File: config.mk
export PLATFORM = sky130hd
export DESIGN_NAME = div_unit
export DESIGN_NICKNAME = d
export VERILOG_FILES = /design/src/rtl/div_unit.sv
export SDC_FILE = /design/constraint.sdc
export NUM_CORES = 1
export LEC_CHECK = 0
export CORE_UTILIZATION = 64
export DETAILED_ROUTE_END_ITERATION = 8
export PLACE_DENSITY = 0.91
export SLEW_MARGIN = 20
export SYNTH_ARGS = -nofsm -noshare
export SYNTH_HDL_FRONTEND = slang
export SYNTH_SLANG_ARGS = --single-unit
File: constraint.sdc
create_clock -name clk -period 10.8 [get_ports clk]
set_input_delay 2.7 -clock clk [delete_from_list [all_inputs] [get_ports clk]]
set_output_delay 2.7 -clock clk [all_outputs]
set_load 0.01 [all_outputs]
File: src/rtl/div_unit.sv
// Iterative restoring radix-2 divider for RV32M DIV/DIVU/REM/REMU.
// One quotient bit per cycle; divide-by-zero and signed overflow complete in one cycle.
module div_unit (
    input  logic        clk,
    input  logic        rst,
    input  logic        start,
    input  logic [1:0]  op,
    input  logic [31:0] dividend,
    input  logic [31:0] divisor,
    output logic        busy,
    output logic        done,
    output logic [31:0] result
);

    typedef enum logic [1:0] {IDLE, CALC, FINISH} state_t;

    state_t      state_q, state_d;
    logic [4:0]  cnt_q, cnt_d;
    logic [32:0] rem_q, rem_d;
    logic [31:0] quo_q, quo_d;
    logic [31:0] dvs_q, dvs_d;
    logic        rem_sel_q, rem_sel_d;
    logic        neg_quo_q, neg_quo_d;
    logic        neg_rem_q, neg_rem_d;
    logic        busy_q, busy_d;
    logic        done_q, done_d;
    logic [31:0] result_q, result_d;

    logic        is_signed, a_neg, b_neg;
    logic [31:0] a_mag, b_mag;
    logic [33:0] shifted, trial;

    always_comb begin
        state_d   = state_q;
        cnt_d     = cnt_q;
        rem_d     = rem_q;
        quo_d     = quo_q;
        dvs_d     = dvs_q;
        rem_sel_d = rem_sel_q;
        neg_quo_d = neg_quo_q;
        neg_rem_d = neg_rem_q;
        result_d  = result_q;
        done_d    = 1'b0;

        is_signed = ~op[0];
        a_neg     = is_signed & dividend[31];
        b_neg     = is_signed & divisor[31];
        // Magnitude of 0x80000000 wraps to itself, which is correct read as unsigned.
        a_mag     = a_neg ? -dividend : dividend;
        b_mag     = b_neg ? -divisor  : divisor;

        // Top bit of the partial remainder is always 0 here, so bit 33 of trial is the borrow.
        shifted   = {rem_q, quo_q[31]};
        trial     = shifted - {2'b00, dvs_q};

        case (state_q)
            IDLE: begin
                if (start) begin
                    if (divisor == 32'h0) begin
                        result_d = op[1] ? dividend : 32'hFFFF_FFFF;
                        done_d   = 1'b1;
                    end else if (is_signed && dividend == 32'h8000_0000 &&
                                 divisor == 32'hFFFF_FFFF) begin
                        result_d = op[1] ? 32'h0 : 32'h8000_0000;
                        done_d   = 1'b1;
                    end else begin
                        rem_sel_d = op[1];
                        neg_quo_d = a_neg ^ b_neg;
                        neg_rem_d = a_neg;
                        dvs_d     = b_mag;
                        quo_d     = a_mag;
                        rem_d     = 33'h0;
                        cnt_d     = 5'd0;
                        state_d   = CALC;
                    end
                end
            end
            CALC: begin
                rem_d = trial[33] ? shifted[32:0] : trial[32:0];
                quo_d = {quo_q[30:0], ~trial[33]};
                cnt_d = cnt_q + 5'd1;
                if (cnt_q == 5'd31)
                    state_d = FINISH;
            end
            FINISH: begin
                if (rem_sel_q)
                    result_d = neg_rem_q ? -rem_q[31:0] : rem_q[31:0];
                else
                    result_d = neg_quo_q ? -quo_q : quo_q;
                done_d  = 1'b1;
                state_d = IDLE;
            end
            default: state_d = IDLE;
        endcase

        busy_d = (state_d != IDLE);
    end

    always_ff @(posedge clk or posedge rst) begin
        if (rst) begin
            state_q   <= IDLE;
            cnt_q     <= 5'd0;
            rem_q     <= 33'h0;
            quo_q     <= 32'h0;
            dvs_q     <= 32'h0;
            rem_sel_q <= 1'b0;
            neg_quo_q <= 1'b0;
            neg_rem_q <= 1'b0;
            busy_q    <= 1'b0;
            done_q    <= 1'b0;
            result_q  <= 32'h0;
        end else begin
            state_q   <= state_d;
            cnt_q     <= cnt_d;
            rem_q     <= rem_d;
            quo_q     <= quo_d;
            dvs_q     <= dvs_d;
            rem_sel_q <= rem_sel_d;
            neg_quo_q <= neg_quo_d;
            neg_rem_q <= neg_rem_d;
            busy_q    <= busy_d;
            done_q    <= done_d;
            result_q  <= result_d;
        end
    end

    assign busy   = busy_q;
    assign done   = done_q;
    assign result = result_q;

endmodule

## After elaboration in Yosys (flattened, before gate mapping)

Index checks and enable logic that the tools add are counted.

| storage, ports and cells | value |
|---|---|
| register bits | 141 |
| input bits | 69 |

| cells by class | value |
|---|---|
| reductions and logical operators | 10 |
| add/subtract/negate cells | 6 |
| bitwise logic cells | 7 |
| equality and inequality tests | 9 |
| muxes and demuxes | 33 |

Operators with widths:

| cell | number |
|---|---|
| 32-bit two-way mux | 13 |
| 33-bit two-way mux | 4 |
| 32-bit negation | 4 |
| 32-bit case mux with 2 select lines | 2 |
| 33-bit case mux with 2 select lines | 1 |
| 32-bit == test, second input constant | 2 |
| 34-bit by 32-bit subtractor with 34-bit output | 1 |
| 32-bit logical NOT | 1 |
| 5-bit two-way mux | 3 |
| 5-bit case mux with 2 select lines | 1 |
| 2-bit two-way mux | 4 |
| 4-bit AND reduction | 2 |
| 2-bit inequality test, second input constant | 3 |
| 2-bit nonzero test | 3 |
| 5-bit by 1-bit adder with 5-bit output, second input constant | 1 |
| 5-bit == test, second input constant | 1 |
| 1-bit inverter | 4 |
| 2-bit case mux with 2 select lines | 1 |
| 1-bit two-way mux | 3 |
| 3-bit inequality test, second input constant | 1 |
| 3-bit AND reduction | 1 |
| 1-bit AND | 2 |
| 2-bit by 1-bit == test with 1-bit output, second input constant | 1 |
| 2-bit == test, second input constant | 1 |
| other kinds (4) | 5 |

## Depth between registers and ports, before layout

Gate-level depths: netlist of run 1.

| depth | value |
|---|---|
| depth in word-level cells | 8 |
| gate-level depth with buffers | 14 |
| gate-level depth less buffers | 13 |

## Worst setup path before layout of run 1

OpenSTA, ideal clock, no wires.

| timing | value |
|---|---|
| kind | input to register |
| start point | input port divisor[15] |
| end point | register result_q[12], in the netlist result[12] |
| arrival | 5.155 ns |
| slack | 5.520 ns |
| buffers on the path | 1 |
| stages | 10 |
| required time | 10.675 ns |
| path through | or4_4 > or3_4 > or4_4 > nor3_2 > and3b_1 > or2_2 > a31oi_1 > inv_2 > buf_4 > mux2_2 |

| on the way | value |
|---|---|
| cells in the longest elaborated chain, start to end | 4 |
| elaborated cells on any way between the ends | 8 |

RTL lines:

| what | RTL line | text |
|---|---|---|
| from (decl) | 9 | `input logic [31:0] divisor,` |
| 32-bit == test / 32-bit logical NOT (equally long branches) | 63, 59 |  |
| 1-bit logical AND / 32-bit two-way mux (equally long branches) | 62, 59 |  |
| 3-bit inequality test (no source line) / 32-bit two-way mux (equally long branches) | -- |  |
| 3-bit AND reduction (no source line) / 32-bit case mux with 2 select lines (equally long branches) | -- |  |
| to (signal assigned) | 123 | `result_q <= result_d;` |
| to (decl) | 27 | `logic [31:0] result_q, result_d;` |

Parallel ways exist; a longest one is shown, timed or not. The select of a mux whose other input is x is not followed.
A chain may end at the register's enable or synchronous reset.

## Worst setup path after layout of run 1

| timing | value |
|---|---|
| start point | input port divisor[15] |
| end point | register quo_q[20] |

| on the way | value |
|---|---|
| cells in the longest elaborated chain, start to end | 4 |
| elaborated cells on any way between the ends | 6 |

RTL lines:

| what | RTL line | text |
|---|---|---|
| 32-bit == test | 63 | `divisor == 32'hFFFF_FFFF) begin` |
| 1-bit logical AND | 62 | `end else if (is_signed && dividend == 32'h8000_0000 &&` |
| 2-bit inequality test (no source line) | -- |  |
| 4-bit AND reduction (no source line) (*) | -- |  |
| to (signal assigned) | 116 | `quo_q <= quo_d;` |
| to (decl) | 20 | `logic [31:0] quo_q, quo_d;` |

Mark *: on every way between the ends. The rest lies on a longest branch, timed or not.

==> impl_results.md, run 1 <==
* Total iterations of the first detailed-routing run at 8
* Pwr dens at approximately 330 nW/um2
* Clock slew at reported path FFs at roughly 0.06 ns
* Net Count, Synth at roughly 1500
* Fmax at 150 MHz
* Tot GR Track Use at 33.2%
* Buf/Inv on CP at 2
* Top Ports at 103
* Core ar. at ~17000 um2
* Nets at roughly 1500
* Final setup vio count at 0
* Setup ws final at 4.12 ns
* Final Critical Period at about 6.7 ns
* Top sig layer: met4
* Status: finished, final reports clean
* Leakage at 4.93 nW
* Setup Crit Path Kind: in2reg
* Synth cell count leaders: o21ai_0 (186), nand2_1 (152), dfrtp_1 (141), nor2_1 (97), a21oi_1 (82)
* Global placement routability congestion at between 0.8 and 0.9
* Synth Area in XOR/XNOR at 11.3%
* Register bit total from synthesis at between 100 and 150
* Met2 WL at 13300 um
* Crit. End Element: register
* Total Wirelength at 28800 um
* Ys async rst share at 100%
* Final period util at 61.8%
* Clk sink count at between 100 and 150
* Final hold viol count at 0
* Slew Viols, Final at 0
* Initial antenna violation count at 1
* Rows at 47
* Routed wl met3 at approximately 2300 um
* Main synth FF type: dfrtp_1
* Layout cells sized above 1 at 5.38%
* Post-synth top area cell: dfrtp_1
* Startpoint Class: input port
* Sequential area share after synthesis at 32.2%
* RSZ-0062 raised after global routing: false
* Worst path required time at 11.07 ns
* Worst Path Max Fanout at 47
* Vias/cell at 6.43
* Largest net degree at the start of global routing at 76
* Count of cell types in the netlist at 68
* DP Wirelength at 20500 um
* Compound-cell area share of the yosys netlist at 24.3%
* Worst-Margin Slew at around 1.1 ns
* Area share of fa/ha/maj cells after synthesis at 4.63%
* DR vias at between 10000 and 15000
* H-tree Lvls at 4
* Die Ht at 133 um
* Remaining DRCs at 0
* Post-synth EDFFs at 0
* Clk Latency, worst-skew pair at 0.43 ns
* Synth top area cells: dfrtp_1 (32%), o21ai_0 (8.5%), xnor2_1 (6.3%)
* CP Cell Sequence: clkdlybuf4s50_1 > or4_4 > or3_4 > or4_4 > nor3_2 > and3b_1 > or3_2 > buf_4 > nor2_1 > a21oi_1 > o21ai_0
* # resized after CTS at 0
* Top-area cell type share of the netlist area at 32.2%
* Top-count cell post-synth: o21ai_0
* Syn Inst Count at 1365
* Mux share of post-synthesis cell area at 3.26%
* Die Width at 133 um
* Routed Antenna Nets at 0
* Crit path DAT at 6.94 ns
* CTS tree: built
* DR iter-0 viols at 1311
* Setup bufs post-CTS at 0
* Clock Skew at 0.00823 ns
* Syn Area/Cell at 8.04 um2
* Hold buffer count at cts at 0
* Main combinational cell family by area after synthesis: compound AO/OA/AOI/OAI gates
* Ys Warns at 0
* Worst min path class: reg2reg
* Slew margin rel. at 26.6%
* WL met1 at 12300 um
* Max-cap violations at 0
* Clock buffer depth at 2
* First-pass GRT wire length at 47200 um
* Worst path slowest cell: or3_2
* CP max stage delay at between 0.6 and 0.7 ns
* Port bufs at 102
* Die Area at 17700 um2
* Vias in the first global route at 9644
* Area Overhead vs Synth at 15.7%
* CTS Buf Count at 17
* Starting Density at 65.9%
* Post-place setup slack at 3.79 ns
* Avg WL per Cell at 17.5 um
* Clock root cell: clkbuf_16
* Diodes inserted at 0
* Synthesized cell area at 11000 um2
* Residual overflow from global routing at 0
* CP top delay family: simple AND/OR/NAND/NOR gates
* Setup TNS at 0 ns
* Post-Synth Simple-Gate Area at 19.3%
* Crit-path most repeated cell: or4_4
* Worst VDD drop at 0.206 mV
## cells by family (layout without fill, tap and decap cells)
kind of cell / after synthesis / in the layout
adders and majority gates: 40 / 40
xor gates and xnor gates: 142 / 142
DFF: 141 / 141
and+or+nand+nor: 438 / 438
AOI/OAI and AO/OA: 438 / 438
muxes: 35 / 35
buffers and inverters: 131 / 197
## routing by layer
metal / up-vias / global-route usage (%)
li1: 5036 / -
met1: 4958 / 44.4
met2: 540 / 53.2
met3: 86 / 5.52
met4: 0 / 14.1
met5: - / 0
## worst reg2reg max path: cells and delay by family (launching register included)
family	cells	cell delay, ns
simple gates	2	0.62
buf+inv	1	0.30
flops	1	0.48
compound gates	7	1.97
fa+ha+maj	1	0.33
## cell usage in the layout (no fill, tap or decap), types with 13 or more instances in the layout
| cell type | instances |
|---|---|
| a21oi_1 | 82 |
| a31oi_1 | 22 |
| clkbuf_16 | 17 |
| clkdlybuf4s50_1 | 102 |
| dfrtp_1 | 140 |
| ha_1 | 39 |
| inv_1 | 54 |
| mux2i_1 | 29 |
| nand2_1 | 152 |
| nand3_1 | 52 |
| nor2_1 | 95 |
| nor3_1 | 27 |
| o211ai_1 | 31 |
| o21a_1 | 13 |
| o21ai_0 | 186 |
| o31ai_1 | 27 |
| o41ai_1 | 13 |
| or3_1 | 15 |
| or4_1 | 16 |
| xnor2_1 | 79 |
| xor2_1 | 63 |
## stage by stage
stage | utilization (%) | cell area, um2 | power [W] | hold WS [ns] | cells
after floorplan | - | 11000 | 0.00287 | 0.454 | 1365
after global placement | 72.2 | 12000 | 0.00332 | 0.468 | 1619
after detailed placement | 72.2 | 12000 | 0.00340 | 0.479 | 1619
after CTS | 76.2 | 12700 | 0.00410 | 0.492 | 1651
after global routing | 76.3 | 12700 | 0.00448 | 0.516 | 1651
final | 76.3 | 12700 | 0.00415 | 0.487 | 1651
## area by class of cell
class,count,area (um2)
clock buffers,21,460
repair buffers,109,1070
fillers,1169,3940
well taps,220,275
inverters,56,215
multi-input cells,1093,6930
flip-flops and latches,141,3530
clock inverters,11,213
## report_power, final
| group | switching (W) | total [W] | internal (W) |
|---|---|---|---|
| clock | 0.000226 | 0.000670 | 0.000444 |
| sequential | 0.000321 | 0.00108 | 0.000759 |
| combinational | 0.00136 | 0.00240 | 0.00104 |
| total | 0.00191 | 0.00415 | 0.00224 |
## sequential cells by signal, indices dropped and copies added (netlist names)
name,cells
state_q,2
neg_rem_q,1
dvs_q,32
result,32
done,1
quo_q,32
rem_q,33
cnt_q,5
rem_sel_q,1
neg_quo_q,1
busy,1
## final timing paths
check | depth (start not counted) | slack, ns | end | start
max reg2reg | 11 | 7.00 | rem_q[27] | rem_q[0]
min reg2reg | 2 | 0.49 | dvs_q[0] | dvs_q[0]
max | 11 | 4.12 | quo_q[20] | divisor[15]
min in group asynchronous | 2 | 2.72 | quo_q[6] | rst
max in group asynchronous | 3 | 6.68 | rem_sel_q | rst
min | 2 | 0.49 | dvs_q[0] | dvs_q[0]
No activity file was read; power rests on OpenSTA's default activity.
==> run 2, diff against run 1 <==
--- a/config.mk
+++ b/config.mk
@@ -5,9 +5,9 @@
 export SDC_FILE = /design/constraint.sdc
 export NUM_CORES = 1
 export LEC_CHECK = 0
-export CORE_UTILIZATION = 64
+export CORE_UTILIZATION = 59
 export DETAILED_ROUTE_END_ITERATION = 8
-export PLACE_DENSITY = 0.91
+export PLACE_DENSITY = 0.85
 export SLEW_MARGIN = 20
 export SYNTH_ARGS = -nofsm -noshare
 export SYNTH_HDL_FRONTEND = slang
==> constraint.sdc (replaced) <==
create_clock -name clk -period 6.4 [get_ports clk]
set_input_delay 1.6 -clock clk [delete_from_list [all_inputs] [get_ports clk]]
set_output_delay 1.6 -clock clk [all_outputs]
set_load 0.01 [all_outputs]
==> impl_results.md, run 2 (synthesis results as in run 1) <==
* DR iter-0 viols at 1081
* Clk Latency, worst-skew pair at 0.43 ns
* Failing checks: design-rule violations
* Port bufs at 102
* Global placement routability congestion at 0.945
* GRT met2 Usage at 50.2%
* Rows at 49
* Layout cells sized above 1 at 5.51%
* Clk sink count at about 140
* Largest net degree at the start of global routing at 105
* Worst-Margin Slew at 1.12 ns
* Starting Density at 60.7%
* Clock root cell: clkbuf_16
* Top Ports at ~100
* Fmax at 194 MHz
* First-pass GRT wire length at 48100 um
* Final hold viol count at 0
* Total iterations of the first detailed-routing run at 8
* DP Wirelength at 20700 um
* Worst Path Max Fanout at 38
* Post-route cell area at 12600 um2
* Dpl cell area at 12000 um2
* Vias in the first global route at 9760
* Most common cell after layout, fill and taps aside: o21ai_0
* DR vias at 10416
* Worst min path class: reg2reg
* Clock slew at reported path FFs at around 0.06 ns
* Hold WS at 0.486 ns
* Residual overflow from global routing at 0
* Slew margin rel. at 25.3%
* Crit path DAT at 5.45 ns
* Total Wirelength at 29000 um
* Power Total at ~0.0069 W
* Initial antenna violation count at 0
* GRT met1 Usage at 42.0%
* Final std cells w/o fill at 1663
* H-tree Lvls at 4
* Startpoint Class: input port
* Dpl cells at 1631
* Hold buffer count at cts at 0
* RSZ-0062 raised after global routing: false
* CTS tree: built
* Vias/cell at ~6.3
* Crit. End Element: register
* # resized after CTS at 0
* Slew Viols, Final at 0
* Die Ht at between 100 and 150 um
* Final setup vio count at 0
* Leakage at 4.91 nW
* Final period util at 80.7%
* Diodes inserted at 0
* Core ar. at 18100 um2
* Status: complete, but fails checks
* Most frequent cells in the layout: o21ai_0 (186), nand2_1 (152), dfrtp_1 (140), clkdlybuf4s50_1 (102), nor2_1 (95)
* Worst path required time at 6.68 ns
* Die Area at roughly 19000 um2
* Die Width at 138 um
* Final Critical Period at 5.16 ns
* Routed Antenna Nets at 0
* Clock buffer depth at 2
* GR peak layer: met2
* Setup Crit Path Kind: in2reg
* Max-cap violations at 0
* CTS Buf Count at 17
* Clock Skew at 0.00635 ns
* Remaining DRCs at 16
* Max reg flops at 33
* Pwr dens at 544 nW/um2
* Nets at 1530
* Setup TNS at 0 ns
* Avg WL per Cell at 17.4 um
* Largest register by flop count: rem_q
* Tot GR Track Use at approximately 31%
* Filler cell count at 1390
* Area Overhead vs Synth at 15.2%
* Worst VDD drop at 0.332 mV
* Setup bufs post-CTS at 0
* Grt met3 use at 4.36%
## run 2: final cells by class
cell class | instances | area [um2] | share of cell area (%)
multi-input combinational | 1093 | 6920 | 54.8
sequential | 141 | 3530 | 27.9
timing repair buffer | 112 | 1100 | 8.67
clock buffer | 21 | 450 | 3.56
tap | 229 | 287 | 2.27
inverter | 56 | 215 | 1.70
clock inverter | 11 | 143 | 1.13
## run 2: power by group
part	internal, W	total, W	switching (W)
sequential	0.00128	0.00181	0.000529
combinational	0.00175	0.00405	0.00230
clock	0.000621	0.00101	0.000391
## run 2: path summary, 6_finish.rpt
check / from / to / slack [ns] / depth (start not counted)
setup / recovery: divisor[15] / quo_q[24] / 1.24 / 11
hold / removal: dvs_q[0] / dvs_q[0] / 0.49 / 2
setup reg to reg: rem_q[8] / rem_q[0] / 2.65 / 11
hold reg to reg: dvs_q[0] / dvs_q[0] / 0.49 / 2
max in group asynchronous: rst / rem_sel_q / 3.54 / 3
min in group asynchronous: rst / result[9] / 1.75 / 2
## run 2: critical path: stages
cell and delay [ns]:
clkdlybuf4s50_1 0.50, or4_4 0.58, or3_4 0.36, or4_4 0.44, nor3_2 0.22, and3b_1 0.53, or3_2 0.44, buf_4 0.43
nor2_1 0.11, a21oi_1 0.13, o21ai_0 0.09
## run 2: layer usage
metal / wire [um] / part of all wire (%)
met2: 13400 / 46
met1: 12700 / 44
met4: 662 / 2.3
met3: 2230 / 7.7
met5: 0 / 0
## run 2: per-stage QoR
step,util (%),worst slack (ns)
2_1_floorplan,-,1.02
3_3_place_gp,66.6,0.986
3_5_place_dp,66.6,0.820
4_1_cts,69.9,1.27
5_1_grt,69.9,0.946
6_report,69.9,1.24
